==> src/rtl/acq_sequence_controller_if.sv <==
// Host/capture-side bundle for acq_sequence_controller.
// Ports: i* command/config/status inputs, o* trigger/reset/status outputs.
interface acq_sequence_controller_if #(
    parameter int PRI_W = 24,
    parameter int CNT_W = 16
);
    logic             iStart;
    logic             iAbort;
    logic [CNT_W-1:0] iNumAcqs;
    logic [PRI_W-1:0] iPRI;
    logic [PRI_W-1:0] iTimeout;
    logic [15:0]      iRecLength;
    logic             iRcvDone;
    logic             oSystemTrig;
    logic             oCapReset;
    logic [15:0]      oRecLength;
    logic             oBankSel;
    logic [CNT_W-1:0] oAcqIndex;
    logic             oBusy;
    logic             oDone;
    logic             oTimeoutErr;
    logic             oOverrun;

    // controller side
    modport slave (
        input  iStart, iAbort, iNumAcqs, iPRI, iTimeout,
        input  iRecLength, iRcvDone,
        output oSystemTrig, oCapReset, oRecLength, oBankSel,
        output oAcqIndex, oBusy, oDone, oTimeoutErr, oOverrun
    );

    // host register file / capture block side
    modport master (
        output iStart, iAbort, iNumAcqs, iPRI, iTimeout,
        output iRecLength, iRcvDone,
        input  oSystemTrig, oCapReset, oRecLength, oBankSel,
        input  oAcqIndex, oBusy, oDone, oTimeoutErr, oOverrun
    );
endinterface

==> src/rtl/acq_sequence_controller.sv <==
// Sequences ADC capture bursts: cap reset, trigger, wait done, PRI holdoff,
// ping-pong bank, burst index, timeout/overrun flags.
// Ports: adc_clkinp (clock), iStateReset (async, active high),
// bus (acq_sequence_controller_if.slave).
// Option: ACQ_CONTINUOUS_EN makes iNumAcqs==0 run until abort/timeout.
module acq_sequence_controller #(
    parameter int CAP_RESET_CYCLES = 4,
    parameter int PRI_W            = 24,
    parameter int CNT_W            = 16
) (
    input logic                      adc_clkinp,
    input logic                      iStateReset,
    acq_sequence_controller_if.slave bus
);
    typedef enum logic [2:0] {
        S_IDLE, S_ARM, S_HOLD, S_TRIG, S_WAIT, S_DONE, S_ABORT
    } state_e;

    localparam int CAP_W =
        (CAP_RESET_CYCLES > 1) ? $clog2(CAP_RESET_CYCLES) : 1;
    localparam logic [CAP_W-1:0] CAP_LAST = CAP_W'(CAP_RESET_CYCLES - 1);
    localparam logic [PRI_W-1:0] PRI_ONE  = {{(PRI_W-1){1'b0}}, 1'b1};
    localparam logic [PRI_W-1:0] PRI_MAX  = '1;
    localparam logic [CNT_W-1:0] CNT_ONE  = {{(CNT_W-1){1'b0}}, 1'b1};

    state_e           state_q, state_d;
    logic [CNT_W-1:0] num_q, num_d;
    logic [PRI_W-1:0] pri_q, pri_d;
    logic [PRI_W-1:0] tmo_q, tmo_d;
    logic [15:0]      rec_len_q, rec_len_d;
    logic [CNT_W-1:0] idx_q, idx_d;
    logic             bank_q, bank_d;
    logic             tmo_err_q, tmo_err_d;
    logic             ovr_q, ovr_d;
    logic [CAP_W-1:0] cap_cnt_q, cap_cnt_d;
    logic [PRI_W-1:0] pri_cnt_q, pri_cnt_d;
    logic [PRI_W-1:0] to_cnt_q, to_cnt_d;
    logic             rcv_q, rcv_d;
    logic             first_q, first_d;
    logic             hold_new_q, hold_new_d;

    logic             rcv_edge;
    logic             pri_ok;
    logic             last_acq;
    logic             to_hit;
    logic [PRI_W:0]   pri_cnt_x;

    always_ff @(posedge adc_clkinp or posedge iStateReset) begin
        if (iStateReset) begin
            state_q    <= S_IDLE;
            num_q      <= '0;
            pri_q      <= '0;
            tmo_q      <= '0;
            rec_len_q  <= '0;
            idx_q      <= '0;
            bank_q     <= 1'b0;
            tmo_err_q  <= 1'b0;
            ovr_q      <= 1'b0;
            cap_cnt_q  <= '0;
            pri_cnt_q  <= '0;
            to_cnt_q   <= '0;
            rcv_q      <= 1'b0;
            first_q    <= 1'b0;
            hold_new_q <= 1'b0;
        end else begin
            state_q    <= state_d;
            num_q      <= num_d;
            pri_q      <= pri_d;
            tmo_q      <= tmo_d;
            rec_len_q  <= rec_len_d;
            idx_q      <= idx_d;
            bank_q     <= bank_d;
            tmo_err_q  <= tmo_err_d;
            ovr_q      <= ovr_d;
            cap_cnt_q  <= cap_cnt_d;
            pri_cnt_q  <= pri_cnt_d;
            to_cnt_q   <= to_cnt_d;
            rcv_q      <= rcv_d;
            first_q    <= first_d;
            hold_new_q <= hold_new_d;
        end
    end

    assign rcv_edge  = bus.iRcvDone & ~rcv_q;
    // counters are zero in the trigger cycle, so pri_cnt+1 is the
    // trigger-to-trigger distance if we fire next cycle
    assign pri_cnt_x = {1'b0, pri_cnt_q} + {{PRI_W{1'b0}}, 1'b1};
    assign pri_ok    = first_q || (pri_cnt_x >= {1'b0, pri_q});
    assign to_hit    = (tmo_q != '0) && (to_cnt_q == tmo_q - PRI_ONE);
`ifdef ACQ_CONTINUOUS_EN
    assign last_acq  = (num_q != '0) && (idx_q == num_q - CNT_ONE);
`else
    assign last_acq  = (idx_q == num_q - CNT_ONE);
`endif

    always_comb begin : next_state
        state_d    = state_q;
        num_d      = num_q;
        pri_d      = pri_q;
        tmo_d      = tmo_q;
        rec_len_d  = rec_len_q;
        idx_d      = idx_q;
        bank_d     = bank_q;
        tmo_err_d  = tmo_err_q;
        ovr_d      = ovr_q;
        cap_cnt_d  = '0;
        first_d    = first_q;
        hold_new_d = 1'b0;
        rcv_d      = bus.iRcvDone;
        pri_cnt_d  = (pri_cnt_q == PRI_MAX) ? pri_cnt_q : pri_cnt_q + PRI_ONE;
        to_cnt_d   = (to_cnt_q == PRI_MAX) ? to_cnt_q : to_cnt_q + PRI_ONE;

        unique case (state_q)
            S_IDLE: begin
                if (bus.iStart) begin
                    num_d     = bus.iNumAcqs;
                    pri_d     = bus.iPRI;
                    tmo_d     = bus.iTimeout;
                    rec_len_d = bus.iRecLength;
                    idx_d     = '0;
                    bank_d    = 1'b0;
                    tmo_err_d = 1'b0;
                    ovr_d     = 1'b0;
                    first_d   = 1'b1;
`ifdef ACQ_CONTINUOUS_EN
                    state_d   = S_ARM;
`else
                    state_d   = (bus.iNumAcqs == '0) ? S_DONE : S_ARM;
`endif
                end
            end
            S_ARM: begin
                cap_cnt_d = cap_cnt_q + 1'b1;
                if (cap_cnt_q == CAP_LAST) begin
                    cap_cnt_d  = '0;
                    hold_new_d = 1'b1;
                    state_d    = S_HOLD;
                end
            end
            S_HOLD: begin
                if (pri_ok) begin
                    // already due on the first HOLD cycle: capture outran PRI
                    if (hold_new_q && !first_q) ovr_d = 1'b1;
                    state_d = S_TRIG;
                end
            end
            S_TRIG: begin
                first_d = 1'b0;
                state_d = S_WAIT;
            end
            S_WAIT: begin
                if (rcv_edge) begin
                    if (last_acq) begin
                        state_d = S_DONE;
                    end else begin
                        idx_d   = idx_q + CNT_ONE;
                        bank_d  = ~bank_q;
                        state_d = S_ARM;
                    end
                end else if (to_hit) begin
                    tmo_err_d = 1'b1;
                    state_d   = S_DONE;
                end
            end
            S_DONE:  state_d = S_IDLE;
            S_ABORT: state_d = S_IDLE;
            default: state_d = S_IDLE;
        endcase

        // abort overrides whatever the state decided, keeping index/bank/flags
        if (bus.iAbort && state_q != S_IDLE && state_q != S_ABORT) begin
            state_d    = S_ABORT;
            idx_d      = idx_q;
            bank_d     = bank_q;
            tmo_err_d  = tmo_err_q;
            ovr_d      = ovr_q;
            cap_cnt_d  = '0;
            hold_new_d = 1'b0;
        end

        if (state_d == S_TRIG) begin
            pri_cnt_d = '0;
            to_cnt_d  = '0;
        end
    end

    always_comb begin : outputs
        bus.oSystemTrig = (state_q == S_TRIG);
        bus.oCapReset   = (state_q == S_ARM) || (state_q == S_ABORT);
        bus.oBusy       = (state_q != S_IDLE);
        bus.oDone       = (state_q == S_DONE);
        bus.oRecLength  = rec_len_q;
        bus.oBankSel    = bank_q;
        bus.oAcqIndex   = idx_q;
        bus.oTimeoutErr = tmo_err_q;
        bus.oOverrun    = ovr_q;
    end
endmodule
==> src/flat_wrapper.sv <==
// flat-port wrapper written by rule: the top's interface ports become plain ports
module acq_sequence_controller_flat 
#(
    parameter int CAP_RESET_CYCLES = 4,
    parameter int PRI_W            = 24,
    parameter int CNT_W            = 16
)
  (adc_clkinp, iStateReset, bus_iStart, bus_iAbort, bus_iNumAcqs, bus_iPRI, bus_iTimeout, bus_iRecLength, bus_iRcvDone, bus_oSystemTrig, bus_oCapReset, bus_oRecLength, bus_oBankSel, bus_oAcqIndex, bus_oBusy, bus_oDone, bus_oTimeoutErr, bus_oOverrun);
  acq_sequence_controller_if #(.PRI_W(PRI_W), .CNT_W(CNT_W)) bus_i ();
  input logic adc_clkinp;
  input logic iStateReset;
  input wire logic [$bits(bus_i.iStart)-1:0] bus_iStart;
  input wire logic [$bits(bus_i.iAbort)-1:0] bus_iAbort;
  input wire logic [$bits(bus_i.iNumAcqs)-1:0] bus_iNumAcqs;
  input wire logic [$bits(bus_i.iPRI)-1:0] bus_iPRI;
  input wire logic [$bits(bus_i.iTimeout)-1:0] bus_iTimeout;
  input wire logic [$bits(bus_i.iRecLength)-1:0] bus_iRecLength;
  input wire logic [$bits(bus_i.iRcvDone)-1:0] bus_iRcvDone;
  output wire logic [$bits(bus_i.oSystemTrig)-1:0] bus_oSystemTrig;
  output wire logic [$bits(bus_i.oCapReset)-1:0] bus_oCapReset;
  output wire logic [$bits(bus_i.oRecLength)-1:0] bus_oRecLength;
  output wire logic [$bits(bus_i.oBankSel)-1:0] bus_oBankSel;
  output wire logic [$bits(bus_i.oAcqIndex)-1:0] bus_oAcqIndex;
  output wire logic [$bits(bus_i.oBusy)-1:0] bus_oBusy;
  output wire logic [$bits(bus_i.oDone)-1:0] bus_oDone;
  output wire logic [$bits(bus_i.oTimeoutErr)-1:0] bus_oTimeoutErr;
  output wire logic [$bits(bus_i.oOverrun)-1:0] bus_oOverrun;
  assign bus_i.iStart = bus_iStart;
  assign bus_i.iAbort = bus_iAbort;
  assign bus_i.iNumAcqs = bus_iNumAcqs;
  assign bus_i.iPRI = bus_iPRI;
  assign bus_i.iTimeout = bus_iTimeout;
  assign bus_i.iRecLength = bus_iRecLength;
  assign bus_i.iRcvDone = bus_iRcvDone;
  assign bus_oSystemTrig = bus_i.oSystemTrig;
  assign bus_oCapReset = bus_i.oCapReset;
  assign bus_oRecLength = bus_i.oRecLength;
  assign bus_oBankSel = bus_i.oBankSel;
  assign bus_oAcqIndex = bus_i.oAcqIndex;
  assign bus_oBusy = bus_i.oBusy;
  assign bus_oDone = bus_i.oDone;
  assign bus_oTimeoutErr = bus_i.oTimeoutErr;
  assign bus_oOverrun = bus_i.oOverrun;
  acq_sequence_controller #(.CAP_RESET_CYCLES(CAP_RESET_CYCLES), .PRI_W(PRI_W), .CNT_W(CNT_W)) u_core (.adc_clkinp(adc_clkinp), .iStateReset(iStateReset), .bus(bus_i));
endmodule
==> config.mk <==
export PLATFORM = sky130hd
export DESIGN_NAME = acq_sequence_controller_flat
export DESIGN_NICKNAME = d
export VERILOG_FILES = /design/src/rtl/acq_sequence_controller_if.sv /design/src/rtl/acq_sequence_controller.sv /design/src/flat_wrapper.sv
export SDC_FILE = /design/constraint.sdc
export NUM_CORES = 1
export LEC_CHECK = 0
export ABC_AREA = 1
export CORE_UTILIZATION = 50
export DETAILED_ROUTE_END_ITERATION = 6
export PLACE_DENSITY_LB_ADDON = 0.25
export RECOVER_POWER = 25
export SYNTH_ARGS = -nofsm -noshare
export SYNTH_HDL_FRONTEND = slang
export SYNTH_SLANG_ARGS = --single-unit
==> constraint.sdc <==
create_clock -name adc_clkinp -period 6.1 [get_ports adc_clkinp]
set_input_delay 1.525 -clock adc_clkinp [delete_from_list [all_inputs] [get_ports adc_clkinp]]
set_output_delay 1.525 -clock adc_clkinp [all_outputs]
set_load 0.01 [all_outputs]
* After elaboration in Yosys (flattened, before gate mapping)
Cells that the tools add are included.
** Word-level totals
- Output and inout port bits :: 39
- Logic and storage cells :: 103
- Latch bits :: 0
- Memories :: 0
- Bits in registers :: 155
- Bits in read-only memories :: 0
- Bits in writable memories :: 0
** Cells by class
- Eq/ne operators :: 22
- $mul :: 0
- Divide/modulo/power cells :: 0
- Bitwise logic cells :: 4
- Order comparisons :: 1
- Mux-type cells :: 35
- Shifts and indexed selects :: 0
- Add/sub/neg operators :: 7
- Reductions and logical operators :: 19
** Operator list (number)
- two-way mux 24 bit :: 4
- adder 24 x 1 -> 24 bit, second input constant :: 2
- == test 24 bit, second input constant :: 2
- two-way mux 16 bit :: 3
- case mux 16 bit (2 select lines) :: 1
- adder 24 x 1 -> 25 bit, second input constant :: 1
- >= comparator 25 x 24 -> 1 bit :: 1
- == test 24 bit :: 1
- two-way mux 3 bit :: 8
- nonzero test 24 bit :: 1
- subtractor 24 x 1 -> 24 bit, second input constant :: 1
- adder 16 x 1 -> 16 bit, second input constant :: 1
- == test 16 bit :: 1
- zero test 16 bit :: 1
- subtractor 16 x 1 -> 16 bit, second input constant :: 1
- case mux 3 bit (5 select lines) :: 1
- AND reduction 5 bit :: 3
- two-way mux 1 bit :: 11
- inequality test 2 bit, second input constant :: 5
- == test 3 x 2 -> 1 bit, second input constant :: 3
- == test 3 bit, second input constant :: 3
- inequality test 2 x 1 -> 1 bit, second input constant :: 4
- case mux 1 bit (2 select lines) :: 4
- two-way mux 2 bit :: 3
- 13 further kinds :: 22

* Logic depth before layout (Yosys ltp)
Gate-level depths: netlist of run 1.
- Depth in word-level cells :: 9
- Depth in mapped cells :: 27

* Least setup slack after synthesis of run 1
OpenSTA, ideal clock, no wires.
- Kind :: register to register
- Start :: reg u_core.pri_cnt_q[3]
- End :: reg u_core.pri_cnt_q[13]
- Path slack :: 2.731 ns
- Period minus slack after synthesis :: 3.369 ns
- Stages on the path, launching flop included :: 28
- Setup time :: 0.111 ns
- Path buffers :: 2
- Arrival :: 3.258 ns
- Cell sequence :: dfrtp_1 > nand2_2 > nor2_4 > nand3_1 > nor2_1 > nand3_1 > nor2_1 > nand3_1 > nor2_1 > nand3_1 > nor2_1 > nand2_1 > xor2_1 > inv_1 > ha_1 > nand2_1 > nor4_1 > nor3_1 > nand2_1 > inv_1 > nand2_1 > nand2_1 > nand3_2 > nand3_2 > buf_6 > buf_6 > nand2_2 > inv_2
** Between the ends
- Cells in the longest elaborated chain, start to end :: 8
- Elaborated cells on any way between the ends :: 12
- Classes of those cells :: add/sub: 2; order compare: 1; eq/ne: 3; mux: 5; reduce/logical: 1
** RTL lines
- from (decl) :: RTL line acq_sequence_controller.sv:36 : logic [PRI_W-1:0] pri_cnt_q, pri_cnt_d;
- from (signal assigned) :: RTL line acq_sequence_controller.sv:76 : pri_cnt_q <= pri_cnt_d;
- adder 24 x 1 -> 25 bit :: RTL line acq_sequence_controller.sv:87 : assign pri_cnt_x = {1'b0, pri_cnt_q} + {{PRI_W{1'b0}}, 1'b1};
- >= comparator 25 x 24 -> 1 bit :: RTL line acq_sequence_controller.sv:88 : assign pri_ok = first_q || (pri_cnt_x >= {1'b0, pri_q});
- logical OR 1 bit :: RTL line acq_sequence_controller.sv:88
- two-way mux 3 bit :: RTL line acq_sequence_controller.sv:141 : if (pri_ok) begin
- case mux 3 bit (5 select lines) :: RTL line acq_sequence_controller.sv:113 : unique case (state_q)
- two-way mux 3 bit :: RTL line acq_sequence_controller.sv:171 : if (bus.iAbort && state_q != S_IDLE && state_q != S_ABORT) begin
- == test 3 x 2 -> 1 bit :: RTL line acq_sequence_controller.sv:181 : if (state_d == S_TRIG) begin
- inequality test 2 bit (no source line) / two-way mux 24 bit (equally long branches)
Several ways; a longest one is shown, not always the timed one. The select of a mux whose other input is x is not followed.
A chain may end at the register's enable or synchronous reset.

* Worst setup path in the final report of run 1
- Start :: reg u_core.pri_cnt_q[0]
- End :: reg u_core.pri_cnt_q[21]
The elaborated chain is that of the path after synthesis.

==> results of run 1 <==
-- final timing paths --
| kind | startpoint | cells after the start | slack [ns] | endpoint |
|---|---|---|---|---|
| hold / removal | u_core.bus.oRecLength[15]$_DFFE_PP0P_ | 2 | 0.47 | u_core.bus.oRecLength[15]$_DFFE_PP0P_ |
| setup / recovery | u_core.pri_cnt_q[0]$_DFFE_PP0P_ | 25 | 1.74 | u_core.pri_cnt_q[21]$_DFFE_PP0P_ |
| hold reg to reg | u_core.bus.oRecLength[15]$_DFFE_PP0P_ | 2 | 0.47 | u_core.bus.oRecLength[15]$_DFFE_PP0P_ |
| setup reg to reg | u_core.pri_cnt_q[0]$_DFFE_PP0P_ | 25 | 1.74 | u_core.pri_cnt_q[21]$_DFFE_PP0P_ |
| min in group asynchronous | iStateReset | 2 | 1.78 | u_core.pri_q[4]$_DFFE_PP0P_ |
| max in group asynchronous | iStateReset | 3 | 3.33 | u_core.pri_cnt_q[4]$_DFFE_PP0P_ |
-- cell families after synthesis --
kind of cell,count (synthesis),synth area share
AO/OA/AOI/OAI,106,0.0589
XOR/XNOR,99,0.0919
adder cells (fa/ha/maj),30,0.0398
buffers and inverters,247,0.102
flip-flops,155,0.411
multiplexers,2,0.00225
AND/OR/NAND/NOR,646,0.295
-- routing by layer --
metal | vias to the layer above | GRT usage | wire length (µm)
li1 | 4170 | - | -
met1 | 3690 | 0.291 | 9750
met2 | 157 | 0.395 | 10400
met3 | 29 | 0.0399 | 780
met4 | 0 | 0.0719 | 335
met5 | - | 0 | 0
-- layout make-up --
class                           count  area (µm²)  area share
Clock buffer                       17         425      0.0371
Clock inverter                     15         185      0.0162
Inverter                          212         801      0.0699
Multi-Input combinational cell    883        4610       0.402
Sequential cell                   155        3880       0.338
Tap cell                          229         287      0.0250
Timing Repair Buffer              129        1280       0.111
-- registers in the layout, summed over array words and instances, names as in the netlist --
name,flops
u_core.rcv_q,1
u_core.bus.oTimeoutErr,1
u_core.pri_q,24
u_core.bus.oRecLength,16
u_core.hold_new_q,1
u_core.pri_cnt_q,24
u_core.bus.oOverrun,1
u_core.tmo_q,24
u_core.state_q,3
u_core.first_q,1
u_core.bus.oAcqIndex,16
u_core.to_cnt_q,24
u_core.cap_cnt_q,2
u_core.bus.oBankSel,1
u_core.num_q,16
-- where the power goes --
part	internal [W]	switching [W]
Combinational	0.000724	0.00110
Sequential	0.00135	0.000252
Clock	0.000651	0.000462
-- stage by stage --
stage	setup WS, ns	total power (W)
after floorplan	0.397	0.00289
after global placement	1.95	0.00337
after detailed placement	1.82	0.00343
after CTS	1.68	0.00456
after global routing	1.25	0.00489
final	1.74	0.00453
-- worst max-delay path: stages (launching register included) --
cell and delay, ns:
dfrtp_1 0.41, nand3_1 0.14, inv_1 0.13, nand3_1 0.10
nor2_1 0.18, nand3_1 0.14, nor2_1 0.18, nand3_1 0.13
nor2_1 0.17, nand3_1 0.13, nor2_1 0.18, xor2_1 0.24
inv_1 0.10, ha_1 0.30, nand2_1 0.07, nor4_1 0.30
nor3_1 0.08, nand2_1 0.06, inv_1 0.05, nand2_1 0.05
nand2_1 0.06, nand3_2 0.09, nand3_2 0.39, buf_4 0.44
nand2_1 0.10, inv_1 0.04
-- cells in the final DEF (no fill, tap or decap), types with 2 or more instances in the layout --
cell	n
o21ai_0	79
nand3_1	56
nor2_4	5
nand2_2	23
nand4_1	21
nor4_1	9
clkdlybuf4s50_1	120
ha_1	30
dlygate4sd3_1	3
clkinvlp_4	4
dfrtp_1	155
nand3_2	3
clkbuf_16	17
bufinv_16	3
a21oi_1	17
nor2_1	102
inv_1	190
nand3b_1	8
o211ai_1	2
nor3_1	20
inv_2	21
xnor2_1	21
clkinv_2	2
or2_2	10
nand2_1	385
inv_6	5
xor2_1	78
a21o_1	2
buf_4	6
o21a_1	2
==> summary.txt, run 1 <==
Status = finished, final reports clean
Synth top area share = 0.411
Critical Path AT = 4.68 ns
Antenna viol nets, final = 0
Num CTS Buffers = 17
Warnings from Yosys = 0
Synth cell types = 37
Via/cell ratio = 4.91
PD cells = 395 nW/µm²
Placed Cells = 1608
# fillers = 1575
CP Data Required Time = 6.42 ns
Die width = 139 µm
Hold_ws = 0.469 ns
Synth Instances = 1285
# Max-Cap Violations = 0
Clock Path Buffers = 2
CP Launch Type = flop
NumNets Final = 1513
Synth Register Bits = 155
I/O pins = 124
HP Class = reg -> reg
Synth async-reset ratio = 1.00
Clock slew seen by the registers of the worst setup and hold paths = 0.07 ns
CTS Hold Bufs = 0
Vias in the first global route = 7720
Placed inst area = 10900 µm²
Worst Skew = 0.0100 ns
Post-CTS Repair Setup Buffers = 0
Endpoint class of the critical path = flop
Final cell count without fillers = 1640
Final setup viols = 0
Die Ht = 139 µm
Worst-Skew Late Latency = 0.43 ns
Count leader, synth = nand2_1
Overflow left after global routing = 0
Area leader, netlist = dfrtp_1
Cell area after layout = 11500 µm²
Critical path class = reg -> reg
Final min period = 4.36 ns
Count of input and output buffers = 123
Wirelength per Cell = 13.0 µm
Largest net degree at the start of global routing = 97
GPL Wtd Cong = 0.878
Die area = 19400 µm²
Peak supply drop = 0.231 mV
Worst slew margin = 0.320
Vias = 8046
Core Region = 18200 µm²
Detailed Route WL = 21.3 mm
Final worst-path cycle share = 0.716
Avg Synthesized Cell Area = 7.34 µm²
First drt pass iteration count = 5
First-pass GRT wire length = 35.9 mm
Post-synth EDFFs = 0
Register area share after synthesis = 0.411
Area growth from synthesis to layout = 21.4%
Syn_nets = 1400
Rows = 49
Layout cells sized above 1 = 0.0737
Mapped cell area = 9440 µm²
Clk sink count = 155
H-tree depth = 4
Number of inserted diodes = 0
CTS resizes = 0
CTS tree = yes
Peak Freq = 0.229 GHz
GRT Util Overall = 0.229
Leakage = 6.07 nW
Final core occ = 0.629
Initial DRC count = 356
Root Driver = clkbuf_16
Prevailing post-synth register cell = dfrtp_1
Initial antenna violation count = 0
Largest fanout on the critical path = 25
Slew @ Worst Pin = 1.02 ns
Endpoints failing hold = 0
Top post-synthesis cells by area = dfrtp_1, nand2_1, inv_1, xor2_1, o21ai_0
Final slew viol count = 0
Synth top cells by count = nand2_1, inv_1, dfrtp_1
Final setup TNS = 0 ns
Post-DP HPWL = 15.3 mm
Initial Utilization = 0.518
Unrepaired setup endpoints after global routing = false
DRC viols = 0
No activity file was read; power rests on OpenSTA's default activity.
==> run 2: changes to the inputs <==
==> constraint.sdc (replaced) <==
create_clock -name adc_clkinp -period 3.8 [get_ports adc_clkinp]
set_input_delay 0.95 -clock adc_clkinp [delete_from_list [all_inputs] [get_ports adc_clkinp]]
set_output_delay 0.95 -clock adc_clkinp [all_outputs]
set_load 0.01 [all_outputs]
==> summary.txt, run 2 (synthesis gave the netlist of run 1 again) <==
GRT Util Overall = 0.230 (was 0.229)
Leakage = 6.26 nW (was 6.07 nW)
Largest net degree at the start of global routing = 128 (was 97)
Antenna viol nets, final = 0 (unchanged)
Endpoints failing hold = 0 (unchanged)
Wirelength per Cell = 13.6 µm (was 13.0 µm)
Final worst-path cycle share = 0.971 (was 0.716)
Largest fanout on the critical path = 12 (was 25)
NumNets Final = 1538 (was 1513)
CTS tree = yes (unchanged)
Rows = 49 (unchanged)
Place WS = 0.00219 ns (was 1.82 ns)
Worst Setup EP = u_core.to_cnt_q[14]$_DFFE_PP0P_ (was u_core.pri_cnt_q[21]$_DFFE_PP0P_)
Peak Freq = 0.271 GHz (was 0.229 GHz)
Core Region = 18200 µm² (unchanged)
First-pass GRT wire length = 36.0 mm (was 35.9 mm)
Final slew viol count = 37 (was 0)
FF-to-FF Start = u_core.pri_cnt_q[3]$_DFFE_PP0P_ (was u_core.pri_cnt_q[0]$_DFFE_PP0P_)
Initial Utilization = 0.518 (unchanged)
Final worst slack = 0.108 ns (was 1.74 ns)
Die width = 139 µm (unchanged)
Vias in the first global route = 7705 (was 7720)
Post-DP HPWL = 15.4 mm (was 15.3 mm)
Via/cell ratio = 5.02 (was 4.91)
PD cells = 634 nW/µm² (was 395 nW/µm²)
Final core occ = 0.661 (was 0.629)
Initial DRC count = 558 (was 356)
Area growth from synthesis to layout = 27.5% (was 21.4%)
Final setup TNS = 0 ns (unchanged)
Status = finished, violations left (was finished, final reports clean)
DRC viols = 0 (unchanged)
Final min period = 3.69 ns (was 4.36 ns)
Crit path from = u_core.pri_cnt_q[3]$_DFFE_PP0P_ (was u_core.pri_cnt_q[0]$_DFFE_PP0P_)
CP max stage cell = dfrtp_1 (was buf_4)
Vias = 8359 (was 8046)
Clock Path Buffers = 2 (unchanged)
HP Class = reg -> reg (unchanged)
Worst stage delay on the critical path = 0.39 ns (was 0.44 ns)
Worst slew margin = -0.113 (was 0.320)
Unrepaired setup endpoints after global routing = true (was false)
Peak supply drop = 0.369 mV (was 0.231 mV)
Slew @ Worst Pin = 1.66 ns (was 1.02 ns)
Detailed Route WL = 22.7 mm (was 21.3 mm)
CP Launch Type = flop (unchanged)
Critical path class = reg -> reg (unchanged)
# Max-Cap Violations = 1 (was 0)
Die area = 19400 µm² (unchanged)
Clk sink count = 155 (unchanged)
Initial antenna violation count = 0 (unchanged)
Overflow left after global routing = 0 (unchanged)
Worst-Skew Late Latency = 0.43 ns (about the same)
GPL Wtd Cong = 0.877 (was 0.878)
First drt pass iteration count = 5 (unchanged)
Root Driver = clkbuf_16 (unchanged)
Count of input and output buffers = 123 (unchanged)
R2r worst-path depth = 26 (was 25)
Number of inserted diodes = 0 (unchanged)
Reg2reg end = u_core.to_cnt_q[14]$_DFFE_PP0P_ (was u_core.pri_cnt_q[21]$_DFFE_PP0P_)
Endpoint class of the critical path = flop (unchanged)
Num CTS Buffers = 17 (unchanged)
Layout cells sized above 1 = 0.132 (was 0.0737)
Final setup viols = 0 (unchanged)
H-tree depth = 4 (unchanged)
I/O pins = 124 (unchanged)
Commonest cells after routing, fill and taps aside = nand2_1, inv_1, dfrtp_1 (unchanged)
Critical Path AT = 4.02 ns (was 4.68 ns)
CTS Hold Bufs = 0 (unchanged)
Die Ht = 139 µm (unchanged)
Commonest non-fill, non-tap cell in the layout = nand2_1 (unchanged)
Reg-to-reg slack, setup = 0.11 ns (was 1.74 ns)
Clock slew seen by the registers of the worst setup and hold paths = 0.06 ns (was 0.07 ns)
Worst Skew = 0.00788 ns (was 0.0100 ns)
CP Data Required Time = 4.12 ns (was 6.42 ns)
Failing checks = capacitance limit, slew limit
==> run 2: power by group <==
part           internal, W  total [W]  switching [W]
sequential         0.00216    0.00256       0.000403
clock              0.00109    0.00178       0.000697
combinational      0.00135    0.00328        0.00193
==> run 2: how the worst min path moves through the flow <==
stage	from	to	slack, ns	cells after the start
floorplan	u_core.pri_q[0]$_DFFE_PP0P_	u_core.pri_q[0]$_DFFE_PP0P_	0.45	2
global placement	u_core.bus.oRecLength[13]$_DFFE_PP0P_	u_core.bus.oRecLength[13]$_DFFE_PP0P_	0.45	2
detailed placement	u_core.bus.oRecLength[10]$_DFFE_PP0P_	u_core.bus.oRecLength[10]$_DFFE_PP0P_	0.46	2
CTS	u_core.bus.oRecLength[10]$_DFFE_PP0P_	u_core.bus.oRecLength[10]$_DFFE_PP0P_	0.48	2
global route	u_core.bus.oRecLength[2]$_DFFE_PP0P_	u_core.bus.oRecLength[2]$_DFFE_PP0P_	0.49	2
finish	u_core.bus.oRecLength[8]$_DFFE_PP0P_	u_core.bus.oRecLength[8]$_DFFE_PP0P_	0.47	2
==> run 2: cell type report <==
type                       instances  area, µm²
tap                              229        287
fill                            1557       6170
clock buffer                      22        474
clock inverter                    10        139
inverter                         212        797
sequential                       155       3880
timing repair buffer             154       1560
multi-input combinational        883       4900
==> run 2: per-stage QoR <==
step           hold WS [ns]  total power [W]  std cells  cell area [µm²]
3_5_place_dp          0.459          0.00553       1612            10900
6_report              0.469          0.00763       1665            12000
2_1_floorplan         0.446          0.00464       1285             9440
3_3_place_gp          0.455          0.00543       1612            10900
5_1_grt               0.492          0.00821       1665            12000
4_1_cts               0.475          0.00735       1644            11600
==> run 2: critical path, delay by kind of cell, from the launching register on <==
kind / cells / cell delay (ns)
XOR/XNOR: 1 / 0.19
buffers and inverters: 5 / 0.49
flip-flops: 1 / 0.39
adder cells (fa/ha/maj): 1 / 0.29
AND/OR/NAND/NOR: 19 / 2.25
==> run 2: repair_timing <==
action                                  4_1_cts  5_1_grt
buffers inserted                              0       15
resized for setup                             2       85
gates cloned                                  0        6
pin swaps                                     0       18
endpoints found under the setup margin       48       50
hold endpoints to repair                      0        0
==> run 2: metal layers <==
metal / share of wire / routed length (µm) / global-route usage / vias up
met5: 0 / 0 / 0 / -
met3: 0.041 / 932 / 0.0406 / 35
met4: 0.016 / 358 / 0.0731 / 0
met1: 0.44 / 10000 / 0.294 / 3908
met2: 0.50 / 11400 / 0.397 / 188
li1: - / - / - / 4228
